**src/rtl/mdu_execute.sv**
```systemverilog
// Iterative multiply/divide execute unit. It sits beside the single-cycle ALU,
// takes one operation at a time and stalls upstream while it iterates (one
// multiplier or quotient bit per cycle). The result reaches the MEM stage
// through its own pipe register.
module mdu_execute #(
  parameter int WIDTH = 16
) (
  input  logic             clk,
  input  logic             rst,
  input  logic             valid_in,
  input  logic [1:0]       op_in,
  input  logic [15:0]      instruction_in,
  input  logic             RegWrt_in,
  input  logic [WIDTH-1:0] A_reg,
  input  logic [WIDTH-1:0] B_reg,
  input  logic [WIDTH-1:0] WData,
  input  logic [WIDTH-1:0] Xcomp_fwd,
  input  logic [1:0]       forward_A,
  input  logic [1:0]       forward_B,
  input  logic             flush,
  output logic             stall,
  output logic [WIDTH-1:0] result_out,
  output logic [15:0]      instruction_out,
  output logic             RegWrt_out,
  output logic             valid_out
);

  localparam int CNT_W = $clog2(WIDTH) + 1;
  localparam logic [CNT_W-1:0] LAST_CNT = CNT_W'(WIDTH - 1);

  typedef enum logic {IDLE, RUN} state_t;

  state_t           state_reg, state_next;
  logic [CNT_W-1:0] count_reg, count_next;

  // acc_reg: upper product half / partial remainder
  // lo_reg : multiplier being shifted out / dividend shifted out, quotient shifted in
  // opb_reg: multiplicand / divisor
  logic [WIDTH-1:0] acc_reg, lo_reg, opb_reg;
  logic [1:0]       op_reg;
  logic [15:0]      instr_reg;
  logic             regwrt_reg;

  logic [WIDTH-1:0] op_a, op_b;
  logic             accept, last_iter;
  logic [WIDTH:0]   mul_sum, div_trial, div_diff;
  logic             div_ge;
  logic [WIDTH-1:0] acc_next, lo_next, result_next;

  // Same operand forwarding as the EX stage
  always_comb begin
    case (forward_A)
      2'b01:   op_a = WData;
      2'b10:   op_a = Xcomp_fwd;
      default: op_a = A_reg;
    endcase
    case (forward_B)
      2'b01:   op_b = WData;
      2'b10:   op_b = Xcomp_fwd;
      default: op_b = B_reg;
    endcase
  end

  assign accept    = (state_reg == IDLE) && valid_in && !flush;
  assign last_iter = (state_reg == RUN) && (count_reg == LAST_CNT);
  assign stall     = accept || ((state_reg == RUN) && !last_iter);

  // One shift-add or restoring-divide step; op_reg[0] picks the high half / remainder
  always_comb begin
    mul_sum   = {1'b0, acc_reg} + (lo_reg[0] ? {1'b0, opb_reg} : {(WIDTH+1){1'b0}});
    div_trial = {acc_reg, lo_reg[WIDTH-1]};
    div_diff  = div_trial - {1'b0, opb_reg};
    div_ge    = (div_trial >= {1'b0, opb_reg});
    if (op_reg[1]) begin
      acc_next = div_ge ? div_diff[WIDTH-1:0] : div_trial[WIDTH-1:0];
      lo_next  = {lo_reg[WIDTH-2:0], div_ge};
    end else begin
      acc_next = mul_sum[WIDTH:1];
      lo_next  = {mul_sum[0], lo_reg[WIDTH-1:1]};
    end
    result_next = op_reg[0] ? acc_next : lo_next;
  end

  // State and iteration counter register
  always_ff @(posedge clk) begin
    if (rst) begin
      state_reg <= IDLE;
      count_reg <= '0;
    end else begin
      state_reg <= state_next;
      count_reg <= count_next;
    end
  end

  // Next-state logic: flush kills anything in flight
  always_comb begin
    state_next = state_reg;
    count_next = count_reg;
    if (flush) begin
      state_next = IDLE;
      count_next = '0;
    end else if (state_reg == IDLE) begin
      if (valid_in) begin
        state_next = RUN;
        count_next = '0;
      end
    end else if (last_iter) begin
      state_next = IDLE;
      count_next = '0;
    end else begin
      count_next = count_reg + CNT_W'(1);
    end
  end

  // Operand capture at accept, one iteration per RUN cycle
  always_ff @(posedge clk) begin
    if (rst) begin
      acc_reg    <= '0;
      lo_reg     <= '0;
      opb_reg    <= '0;
      op_reg     <= '0;
      instr_reg  <= '0;
      regwrt_reg <= 1'b0;
    end else if (accept) begin
      acc_reg    <= '0;
      lo_reg     <= op_in[1] ? op_a : op_b;
      opb_reg    <= op_in[1] ? op_b : op_a;
      op_reg     <= op_in;
      instr_reg  <= instruction_in;
      regwrt_reg <= RegWrt_in;
    end else if (state_reg == RUN) begin
      acc_reg <= acc_next;
      lo_reg  <= lo_next;
    end
  end

  // EX/MEM pipe register; flush drops the completion but keeps the old result
  always_ff @(posedge clk) begin
    if (rst) begin
      result_out      <= '0;
      instruction_out <= '0;
      RegWrt_out      <= 1'b0;
      valid_out       <= 1'b0;
    end else if (flush) begin
      instruction_out <= '0;
      RegWrt_out      <= 1'b0;
      valid_out       <= 1'b0;
    end else if (last_iter) begin
      result_out      <= result_next;
      instruction_out <= instr_reg;
      RegWrt_out      <= regwrt_reg;
      valid_out       <= 1'b1;
    end else begin
      valid_out <= 1'b0;
    end
  end

endmodule

```
**config.mk**
```make
export PLATFORM = sky130hd
export DESIGN_NAME = mdu_execute
export DESIGN_NICKNAME = d
export VERILOG_FILES = /design/src/rtl/mdu_execute.sv
export SDC_FILE = /design/constraint.sdc
export NUM_CORES = 1
export LEC_CHECK = 0
export BUFFER_PORTS_ARGS = -buffer_cell sky130_fd_sc_hd__buf_2
export CAP_MARGIN = 20
export CORE_ASPECT_RATIO = 0.5
export CORE_UTILIZATION = 50
export CTS_CLUSTER_SIZE = 8
export DETAILED_ROUTE_END_ITERATION = 7
export PLACE_DENSITY = 0.7
export RECOVER_POWER = 50
export SKIP_CTS_REPAIR_TIMING = 1
export SLEW_MARGIN = 20
export SYNTH_ARGS = -nofsm -noshare
export SYNTH_HDL_FRONTEND = slang
export SYNTH_SLANG_ARGS = --single-unit
```
**constraint.sdc**
```tcl
create_clock -name clk -period 3.6 [get_ports clk]
set_input_delay 0.18 -clock clk [delete_from_list [all_inputs] [get_ports clk]]
set_output_delay 0.18 -clock clk [all_outputs]
set_load 0.005 [all_outputs]
```
Word level (Yosys, flattened, before mapping)
Cells that the tools add are included.

word-level totals
  register bits after elaboration = 107
  bits in latches = 0
  RAM bits = 0
  bits in read-only memories = 0
  bits of input ports = 91
  output and inout port bits = 35
  logic and storage cells = 53
  memories kept = 0

cells by class
  add/sub/neg operators = 3
  multiply operators = 0
  divide/modulo/power cells = 0
  order comparisons = 1
  equality and inequality tests = 5
  shift-type cells = 0
  multiplexer cells = 18
  bitwise operators = 2
  reduce and logical (&&, ||, !) cells = 12

operator list
  operator                                        count
  2-to-1 mux 16 bit                               9
  one-hot mux 16 bit (2 select lines)             2
  adder 16 x 16 -> 17 bit                         1
  greater-or-equal comparator 17 x 16 -> 1 bit    1
  subtractor 16 bit                               1
  2-to-1 mux 5 bit                                3
  adder 5 x 1 -> 5 bit (second input constant)    1
  == test 5 x 4 -> 1 bit (second input constant)  1
  == test 2 x 1 -> 1 bit (second input constant)  2
  == test 2 bit (second input constant)           2
  logical AND 1 bit                               4
  2-to-1 mux 1 bit                                4
  nonzero test 2 bit                              2
  OR reduction 2 bit                              2
  zero test 1 bit                                 2
  NOT 1 bit                                       2
  AND reduction 2 bit                             1
  logical OR 1 bit                                1

Depth between registers and ports, before layout
Gate-level depths: netlist (run 1).

  depth after elaboration = 5
  mapped depth = 12
  mapped depth without buffers = 12

Least setup slack after synthesis (run 1)
OpenSTA, ideal clock, no wires.

  kind = register to register
  start point = register lo_reg[15]
  end point = register result_out[10]
  setup time = 0.117 ns
  arrival time = 2.516 ns
  setup slack = 0.967 ns
  cell stages (with the launch flop) = 13
  buffers on the path = 0
  period minus slack after synthesis = 2.633 ns
  cells stage by stage = dfxtp_1 -> inv_1 -> ha_1 -> inv_1 -> fa_1 -> nand3_1 -> a211oi_1 -> o31a_1 -> nor2_1 -> xnor2_1 -> mux2_4 -> mux4_2 -> a22o_1

on the way
  cells in the longest elaborated chain, start to end = 4

RTL lines
  what                                                                                      line    text
  from (decl)                                                                               39      logic [WIDTH-1:0] acc_reg, lo_reg, opb_reg;
  from (signal assigned)                                                                    126     lo_reg <= op_in[1] ? op_a : op_b;
  from (signal assigned)                                                                    133     lo_reg <= lo_next;
  subtractor 16 bit / greater-or-equal comparator 17 x 16 -> 1 bit (equally long branches)  72, 73
  2-to-1 mux 16 bit (*)                                                                     75      acc_next = div_ge ? div_diff[WIDTH-1:0] : div_trial[WIDTH-1:0];
  2-to-1 mux 16 bit (*)                                                                     74      if (op_reg[1]) begin
  2-to-1 mux 16 bit (*)                                                                     81      result_next = op_reg[0] ? acc_next : lo_next;
  to (signal assigned)                                                                      149     result_out <= result_next;
  to (decl)                                                                                 22      output logic [WIDTH-1:0] result_out,

Mark *: on every way between the ends. The rest lies on a longest branch, timed or not.
A chain may end at the register's enable or synchronous reset.

Worst setup path after layout (run 1)
  start point = register acc_reg[0]
  end point = register result_out[10]

on the way
  cells in the longest elaborated chain, start to end = 4

RTL lines
  what                                                                                      line    text
  from (decl)                                                                               39
  from (signal assigned)                                                                    132     acc_reg <= acc_next;
  subtractor 16 bit / greater-or-equal comparator 17 x 16 -> 1 bit (equally long branches)  72, 73
  2-to-1 mux 16 bit                                                                         75
  2-to-1 mux 16 bit (*)                                                                     74
  2-to-1 mux 16 bit (*)                                                                     81

Marked as above.

==> results of run 1 <==
==> where the power goes <==
part | internal (mW) | total, mW | switching (mW)
sequential | 1.23 | 1.27 | 0.0444
clock | 0.518 | 1.08 | 0.566
combinational | 0.301 | 0.776 | 0.475
total | 2.05 | 3.13 | 1.09
==> worst register-to-register path, stage by stage, from the launching register on <==
cell and delay, ns:
dfxtp_1 0.44, ha_1 0.28, nor2b_1 0.15, o211ai_1 0.33, a31o_2 0.27, a31oi_4 0.11
nor2_4 0.50, mux2_4 0.37, mux4_2 0.47, a22o_1 0.19
==> cell type report <==
class	instances	area, um^2
Tap cell	192	240
Multi-Input combinational cell	707	4470
Fill cell	1295	5590
Clock inverter	7	109
Timing Repair Buffer	137	688
Clock buffer	9	225
Sequential cell	107	2140
Inverter	34	128
==> cells in the mapped netlist (all sizes together) (2+ instances only) <==
cell	count	area, um^2
a211oi	38	285
nand2b	2	12.5
a221oi	3	26.3
and3	4	25.0
mux2i	15	150
nor2	91	349
a2111oi	12	111
or4	2	15.0
a31o	4	35.0
a22oi	32	240
or3	3	23.8
nor3b	9	67.6
buf	7	32.5
o31ai	2	15.0
a22o	18	158
nor2b	6	37.5
o2111ai	2	17.5
xnor2	12	105
a21o	10	75.1
xor2	14	123
clkbuf	59	221
nor3	23	115
nand2	98	368
o41ai	2	17.5
o21ai	77	385
inv	33	124
nand4	5	37.5
or2	2	12.5
fa	2	40.0
a31oi	12	90.1
a21oi	99	499
nand3	13	65.1
and2	18	113
ha	37	463
nor4	3	18.8
o21a	4	30.0
mux2	16	184
o211ai	4	30.0
o31a	2	17.5
dfxtp	107	2140
==> metal layers <==
| layer | track usage, % | routed length (um) | share of wire, % | vias up |
|---|---|---|---|---|
| met4 | 5.98 | 287 | 1.3 | 0 |
| met3 | 8.08 | 2200 | 9.9 | 27 |
| met2 | 42.3 | 8780 | 40 | 327 |
| met5 | 0 | 0 | 0 | - |
| li1 | - | - | - | 3477 |
| met1 | 46.0 | 10900 | 49 | 3289 |
==> cell usage in the layout, fill, tap and decap left out, drive strengths merged, types with 13 or more instances in the layout <==
master    n
nand3    13
o21ai    77
inv      36
and2     18
nor2     91
ha       37
xor2     14
a21oi    99
mux2     16
clkbuf   30
dfxtp   107
buf     116
a22o     18
a211oi   38
mux2i    15
nor3     23
nand2    98
a22oi    32
==> cells by family (layout without fill, tap and decap cells) <==
| logic type | after synthesis | in the layout | synth area share, % |
|---|---|---|---|
| xor+xnor | 26 | 26 | 3.26 |
| simple gates | 281 | 281 | 18.3 |
| buf+inv | 100 | 187 | 5.46 |
| compound gates | 329 | 329 | 30.1 |
| fa+ha+maj | 39 | 39 | 7.19 |
| flops | 107 | 107 | 30.6 |
| mux | 32 | 32 | 5.10 |
==> worst paths after layout <==
path,to
min reg2reg,instr_reg[2]$_SDFFE_PP0P_
max reg2reg,result_out[10]$_SDFFE_PP0P_
min,instr_reg[12]$_SDFFE_PP0P_
max,result_out[10]$_SDFFE_PP0P_
==> stage by stage <==
step | utilization (%) | instances | instance area (um^2) | setup WS (ns) | total power, mW
5_1_grt | 58.9 | 1193 | 8000 | 0.258 | 3.26
3_3_place_gp | 56.8 | 1177 | 7710 | 0.490 | 2.05
3_5_place_dp | 56.8 | 1177 | 7710 | 0.450 | 2.05
2_1_floorplan | - | 914 | 6990 | 0.967 | 1.82
4_1_cts | 59.2 | 1193 | 8050 | 0.434 | 3.12
6_report | 58.9 | 1193 | 8000 | 0.393 | 3.13
==> results.md, run 1 <==
- Fmax: 312 MHz
- Largest net degree at the start of global routing: 64
- Wire per inst: 18.6 um
- First-pass GRT wire length: 34,300 um
- Clock-pin slew on the worst setup and hold paths: 0.09 ns
- CP delay by family, top: compound AO/OA/AOI/OAI gates
- Min cycle time layout: 3.21 ns
- Asr flop ratio synth: 0%
- CP Launch Point: acc_reg[0]$_SDFFE_PP0P_
- Die area: 14,500 um^2
- Syn nets: 1,044
- RSZ-0062 raised after global routing: false
- Nets: 1,126
- Area of the core: 13,600 um^2
- Clk_lat worst skew: 0.36 ns
- Layout cells sized above 1: 16.1%
- Total GRT Usage: 30.3%
- Max-cap viol count: 0
- Vias per cell: 5.97
- Cell depth of the worst setup path: 9
- DRT Wirelength: 22,100 um
- # rows: 30
- Vias: 7,120
- CP max FO: 17
- Final hold slack: 0.0439 ns
- Post-route ant nets: 0
- CTS Buf Count: 9
- 1st-iter DRT viols: 651
- Nature of the critical path endpoint: flip-flop
- Pwr dens: 392 nW/um^2
- Final HPWL from detailed placement: 16,500 um
- Crit path kind: flip-flop to flip-flop
- Antenna Cells: 0
- Clock Skew: 0.00918 ns
- Syn Inst Count: 914
- Hold_sp: instruction_in[12]
- Worst path slowest cell: nor2_4
- Routability Congestion: 0.949
- Final hold vios: 0
- Buffers and inverters on the worst path: 0
- Max VDD drop: 248 uV
- R2R Path Start: acc_reg[0]$_SDFFE_PP0P_
- Ys Warns: 0
- Max-slew headroom: 21.5%
- Hold depth: 3
- CP Data Arrival Time: 3.47 ns
- Status: complete, no violations
- Die extent in y: 85.6 um
- Post-Syn Area: 6990 um^2
- CP max stage delay: 0.50 ns
- Worst R2R Path Depth: 9
- Synth cell types: 62
- Top_reg_cell synth: dfxtp_1
- Residual DRC count: 0
- Initial antenna violation count: 0
- Fin Setup TNS: 0 ns
- Max clock buf depth: 2
- WP data required: 3.86 ns
- H-tree levels: 3
- DR pass1 iterations: 5
- Post-synth EDFFs: 0
- Number of synthesized register bits: 107
- # port buffers: 125
- Final worst-path cycle share: 89.1%
- Class of the worst hold path: primary input to flip-flop
- Setup violators final: 0
- I/O pins: 126
- Total gr overflow: 0
- Synth Area per Inst: 7.65 um^2
- Initial core utilization: 51.5%
- TritonCTS clock tree: done
- Sink Count: 107
- Leakage: 3.34 nW
- Cell Chain, Critical Path: ha_1 -> nor2b_1 -> o211ai_1 -> a31o_2 -> a31oi_4 -> nor2_4 -> mux2_4 -> mux4_2 -> a22o_1
- Syn-to-layout area delta: 14.4%
- Sequential area share after synthesis: 30.6%
- Vias in the first global route: 6,197
- Fin. max-slew vios: 0
- Die W: 169 um
- CP Launch Type: flip-flop
- Worst Tran Pin Value: 1.18 ns
- R2R setup slack: 0.39 ns
- CTS root buf: clkbuf_16
(Power assumes the default switching activity.)
==> inputs of run 2 (changes only) <==
- CORE_UTILIZATION: 50 -> 38
- PLACE_DENSITY: 0.7 -> 0.55
- RECOVER_POWER: 50 -> unset
- SLEW_MARGIN: 20 -> unset
==> results.md, run 2 (synthesis results as in run 1) <==
- Status: complete, no violations
- Dpl cells: 1,221 (+3.7%)
- DR pass1 iterations: 5 (unchanged)
- Area post-placement: 7770 um^2 (+0.73%)
- Cell internal power dissipation: 2.01 mW (-1.8%)
- 1st-iter DRT viols: 560 (-14%)
- Class of the worst hold path: primary input to flip-flop
- # port buffers: 125 (unchanged)
- Initial antenna violation count: 1 (+1)
- CTS root buf: clkbuf_16
- Area of the core: 17,700 um^2 (+30%)
- Most common cell after layout, fill and taps aside: buf_2
- Clk_lat worst skew: 0.36 ns (about the same)
- CP Data Arrival Time: 3.55 ns (+0.08 ns)
- Antenna Cells: 0 (unchanged)
- Fin Setup TNS: 0 ns (unchanged)
- Layout cells sized above 1: 18.6% (+2.5 points)
- Max clock buf depth: 2 (unchanged)
- Switching power: 1.03 mW (-5.4%)
- Final HPWL from detailed placement: 17,800 um (+8.1%)
- Total gr overflow: 0 (unchanged)
- I/O pins: 126 (unchanged)
- Max-cap viol count: 0 (unchanged)
- WP data required: 3.81 ns (-0.05 ns)
- Combinational share of power: 25.9% (+1.1 points)
- Wire per inst: 19.6 um (+5.6%)
- RSZ-0062 raised after global routing: false
- Die W: 194 um (+15%)
- Initial core utilization: 39.5% (-12 points)
- Switching Share: 33.8% (-0.84 points)
- Crit path kind: flip-flop to flip-flop
- DRT Wirelength: 24,200 um (+9.4%)
- Layout Cells excl Fill: 1,236 (+3.6%)
- Fin area: 8050 um^2 (+0.58%)
- Vias per cell: 5.74 (-3.8%)
- Fmax: 300 MHz (-3.9%)
- Max VDD drop: 242 uV (-2.6%)
- Max-slew headroom: 33.5% (+12 points)
- Setup violators final: 0 (unchanged)
- Most frequent cells in the layout: buf_2 (125), dfxtp_1 (106), a21oi_1 (98)
- Post-route ant nets: 0 (unchanged)
- # rows: 34 (+13%)
- Final hold vios: 0 (unchanged)
- Nets: 1,128 (+0.18%)
- First-pass GRT wire length: 38,100 um (+11%)
- TritonCTS clock tree: done
- Clock Skew: 0.0111 ns (+0.00190 ns)
- Largest net degree at the start of global routing: 64 (unchanged)
- H-tree levels: 3 (unchanged)
- Final worst-path cycle share: 92.7% (+3.6 points)
- Die area: 19,000 um^2 (+31%)
- Routability Congestion: 0.914 (-3.6%)
- Sink Count: 107 (unchanged)
- Clk pwr share: 32.3% (-2.3 points)
- Min cycle time layout: 3.34 ns (+0.130 ns)
- Leakage: 3.41 nW (+2.3%)
- Worst Tran Pin Value: 0.972 ns (-0.205 ns)
- Total GRT Usage: 25.5% (-4.8 points)
- Vias: 7,096 (-0.34%)
- Pwr dens: 378 nW/um^2 (-3.6%)
- Syn-to-layout area delta: 15.1%
- Clock-pin slew on the worst setup and hold paths: 0.08 ns (about the same)
- Nature of the critical path endpoint: flip-flop
- Die extent in y: 97.9 um (+14%)
- Flop pwr share: 41.7% (+1.1 points)
- Vias in the first global route: 6,647 (+7.3%)
- CP max FO: 17 (unchanged)
- CTS Buf Count: 9 (unchanged)
- CP Launch Type: flip-flop
- Fin. max-slew vios: 0 (unchanged)
- Residual DRC count: 0 (unchanged)
run 2: layout make-up:
class	instances	area, um^2
Fill cell	1827	9650
Tap cell	234	293
Timing Repair Buffer	139	731
Inverter	34	128
Clock buffer	10	229
Clock inverter	5	47.5
Sequential cell	107	2140
Multi-Input combinational cell	707	4480
run 2: final timing paths:
| kind | from | endpoint | slack (ns) | cells past startpoint |
|---|---|---|---|---|
| max reg2reg | acc_reg[0]$_SDFFE_PP0P_ | result_out[0]$_SDFFE_PP0P_ | 0.26 | 9 |
| max | acc_reg[0]$_SDFFE_PP0P_ | result_out[0]$_SDFFE_PP0P_ | 0.26 | 9 |
| min reg2reg | instr_reg[5]$_SDFFE_PP0P_ | instr_reg[5]$_SDFFE_PP0P_ | 0.45 | 2 |
| min | instruction_in[5] | instr_reg[5]$_SDFFE_PP0P_ | 0.05 | 3 |
run 2: power by group through the flow:
stage | Combinational, mW | Clock, mW | Sequential [mW]
final | 0.788 | 0.983 | 1.27
after global routing | 0.861 | 1.04 | 1.27
after CTS | 0.771 | 1.00 | 1.27
after detailed placement | 0.767 | 0 | 1.29
after global placement | 0.766 | 0 | 1.29
after floorplan | 0.542 | 0 | 1.28
run 2: critical path, stage by stage (launching register included):
cell       delay [ns]
dfxtp_1          0.44
ha_1             0.28
nor2b_1          0.15
o211ai_1         0.29
a31o_2           0.26
a31oi_4          0.11
nor2_4           0.49
nor2_1           0.21
a2111oi_0        0.87
nor4_1           0.10
run 2: metrics by stage:
step / hold WS, ns / worst slack (ns) / utilization (%) / power [mW]
6_report: 0.0510 / 0.262 / 45.5 / 3.04
4_1_cts: 0.0446 / 0.281 / 45.5 / 3.04
3_5_place_dp: 0.426 / 0.326 / 43.9 / 2.06
3_3_place_gp: 0.420 / 0.418 / 43.9 / 2.06
5_1_grt: 0.0597 / 0.132 / 45.5 / 3.18
2_1_floorplan: 0.316 / 0.967 / - / 1.82
run 2: routing by layer:
metal	part of all wire [%]	up-vias	global-route usage, %
met3	9.3	16	8.36
met4	0.57	0	3.42
met1	52	3334	38.5
met2	38	274	35.3
met5	0	-	0
li1	-	3472	-
==> inputs of run 3 (changes only) <==
- GPL_ROUTABILITY_DRIVEN: unset -> 0
- RECOVER_POWER: unset -> 50
==> results.md, run 3 (synthesis results as in run 1) <==
- Class of the worst hold path: primary input to flip-flop
- Met3 global-route usage: 6.46% (-1.9 points)
- Die W: 194 um (unchanged)
- Final HPWL from detailed placement: 17,400 um (-2.1%)
- Met2 Use GR: 34.5% (-0.78 points)
- Max VDD drop: 249 uV (+2.8%)
- Max clock buf depth: 2 (unchanged)
- CP delay by family, top: compound AO/OA/AOI/OAI gates
- Syn-to-layout area delta: 15.1% (about the same)
- GR Util met1: 37.3% (-1.2 points)
- CP Launch Type: flip-flop
- CP Data Arrival Time: 3.35 ns (-0.20 ns)
- Total gr overflow: 0 (unchanged)
- Most common cell after layout, fill and taps aside: buf_2
- Most frequent cells in the layout: buf_2 (110), dfxtp_1 (106), a21oi_1 (98)
- Worst Tran Pin Value: 1.72 ns (+0.747 ns)
- Initial antenna violation count: 1 (unchanged)
- DRT Wirelength: 23,600 um (-2.4%)
- CP max FO: 9 (-8)
- Vias in the first global route: 6,430 (-3.3%)
- Antenna Cells: 0 (unchanged)
- I/O pins: 126 (unchanged)
- GRT Max-Usage Layer: met1
- Largest net degree at the start of global routing: 65 (+1.6%)
- CP max stage delay: 0.43 ns (-0.44 ns)
- Fin. max-slew vios: 36 (+36)
- Max-slew headroom: -14.6% (-48 points)
- Crit path kind: flip-flop to flip-flop
- Nets: 1,126 (-0.18%)
- H-tree levels: 3 (unchanged)
- CTS Buf Count: 9 (unchanged)
- Pwr dens: 384 nW/um^2 (+1.6%)
- Wire per inst: 19.1 um (-2.3%)
- Final worst-path cycle share: 85.1% (-7.6 points)
- Layout cells sized above 1: 16.9% (-1.7 points)
- Die extent in y: 97.9 um (unchanged)
- Total power: 3.09 mW (+1.6%)
- Nature of the critical path endpoint: flip-flop
- First-pass GRT wire length: 36,600 um (-4.0%)
- Setup violators final: 0 (unchanged)
- # port buffers: 125 (unchanged)
- Status: finished with violations
- Buffers and inverters on the worst path: 0 (unchanged)
- Residual DRC count: 0 (unchanged)
- Area of the core: 17,700 um^2 (unchanged)
- Total GRT Usage: 24.6% (-0.90 points)
- Fmax: 326 MHz (+8.9%)
- Cell depth of the worst setup path: 11 (+2)
- TritonCTS clock tree: done
- Final hold vios: 0 (unchanged)
- CTS root buf: clkbuf_16
- DR pass1 iterations: 5 (unchanged)
- Leakage: 3.35 nW (-1.8%)
- Clock Skew: 0.0157 ns (+0.00465 ns)
- Post-route ant nets: 0 (unchanged)
- Die area: 19,000 um^2 (unchanged)
- Sink Count: 107 (unchanged)
- # rows: 34 (unchanged)
- Min cycle time layout: 3.07 ns (-0.272 ns)
- Vias: 7,052 (-0.62%)
- Worst R2R Path Depth: 11 (+2)
- Vias per cell: 5.71 (-0.54%)
- Failing checks: max-capacitance violations, max-slew violations
- Hold depth: 3 (unchanged)
- RSZ-0062 raised after global routing: false
- Clk_lat worst skew: 0.36 ns (about the same)
- Initial core utilization: 39.5% (unchanged)
- 1st-iter DRT viols: 571 (+2.0%)
- Max-cap viol count: 1 (+1)
- Cell Chain, Critical Path: and2_1 -> ha_1 -> fa_1 -> a211oi_1 -> o21a_1 -> nor3_1 -> nor4_1 -> nor3_1 -> mux2i_1 -> nand3_1 -> a211oi_1
- Worst path slowest cell: fa_1
- WP data required: 3.88 ns (+0.07 ns)
- Clock-pin slew on the worst setup and hold paths: 0.09 ns (about the same)
- Fin Setup TNS: 0 ns (unchanged)
-- run 3: changes by cell type in the layout (fill, tap and decap cells not counted), sizes merged --
cell      change
clkinvlp      -1
clkinv        +1
inv           +2
clkbuf       +16
buf          -19
-- run 3: report_power, final --
| part | switching [mW] | total [mW] | internal (mW) |
|---|---|---|---|
| Sequential | 0.0400 | 1.27 | 1.23 |
| Combinational | 0.468 | 0.769 | 0.301 |
| Clock | 0.544 | 1.05 | 0.506 |
-- run 3: worst register-to-register path: cells and delay by family, from the launching register on --
family / cells / cell delay [ns]
AOI/OAI and AO/OA: 3 / 0.88
adders and majority gates: 2 / 0.65
DFF: 1 / 0.40
muxes: 1 / 0.22
and+or+nand+nor: 5 / 0.84
-- run 3: layout make-up --
type	count	area, um^2
clock inverters	7	91.3
fillers	1816	9650
clock buffers	9	225
inverters	34	128
well taps	234	293
multi-input cells	707	4480
repair buffers	137	689
flip-flops and latches	107	2140
-- run 3: metrics by stage --
| stage | hold slack (ns) | setup slack (ns) | util (%) | instances | cell area (um^2) |
|---|---|---|---|---|---|
| floorplan | 0.316 | 0.967 | - | 914 | 6990 |
| global placement | 0.420 | 0.603 | 43.8 | 1219 | 7750 |
| detailed placement | 0.429 | 0.574 | 43.8 | 1219 | 7750 |
| CTS | 0.0423 | 0.585 | 45.6 | 1235 | 8070 |
| global route | 0.0469 | 0.393 | 45.5 | 1235 | 8050 |
| finish | 0.0447 | 0.535 | 45.5 | 1235 | 8050 |
-- run 3: final timing paths --
path	to	startpoint	slack, ns
min	regwrt_reg$_SDFFE_PP0P_	RegWrt_in	0.04
max	acc_reg[13]$_SDFFE_PP0P_	lo_reg[0]$_SDFFE_PP0P_	0.53
max reg2reg	acc_reg[13]$_SDFFE_PP0P_	lo_reg[0]$_SDFFE_PP0P_	0.53
min reg2reg	instr_reg[15]$_SDFFE_PP0P_	instr_reg[15]$_SDFFE_PP0P_	0.46
-- run 3: routing by layer --
layer / wire length (um) / vias up
met5: 13 / -
met4: 257 / 2
met3: 2000 / 25
met2: 9270 / 267
met1: 12100 / 3281
li1: - / 3477
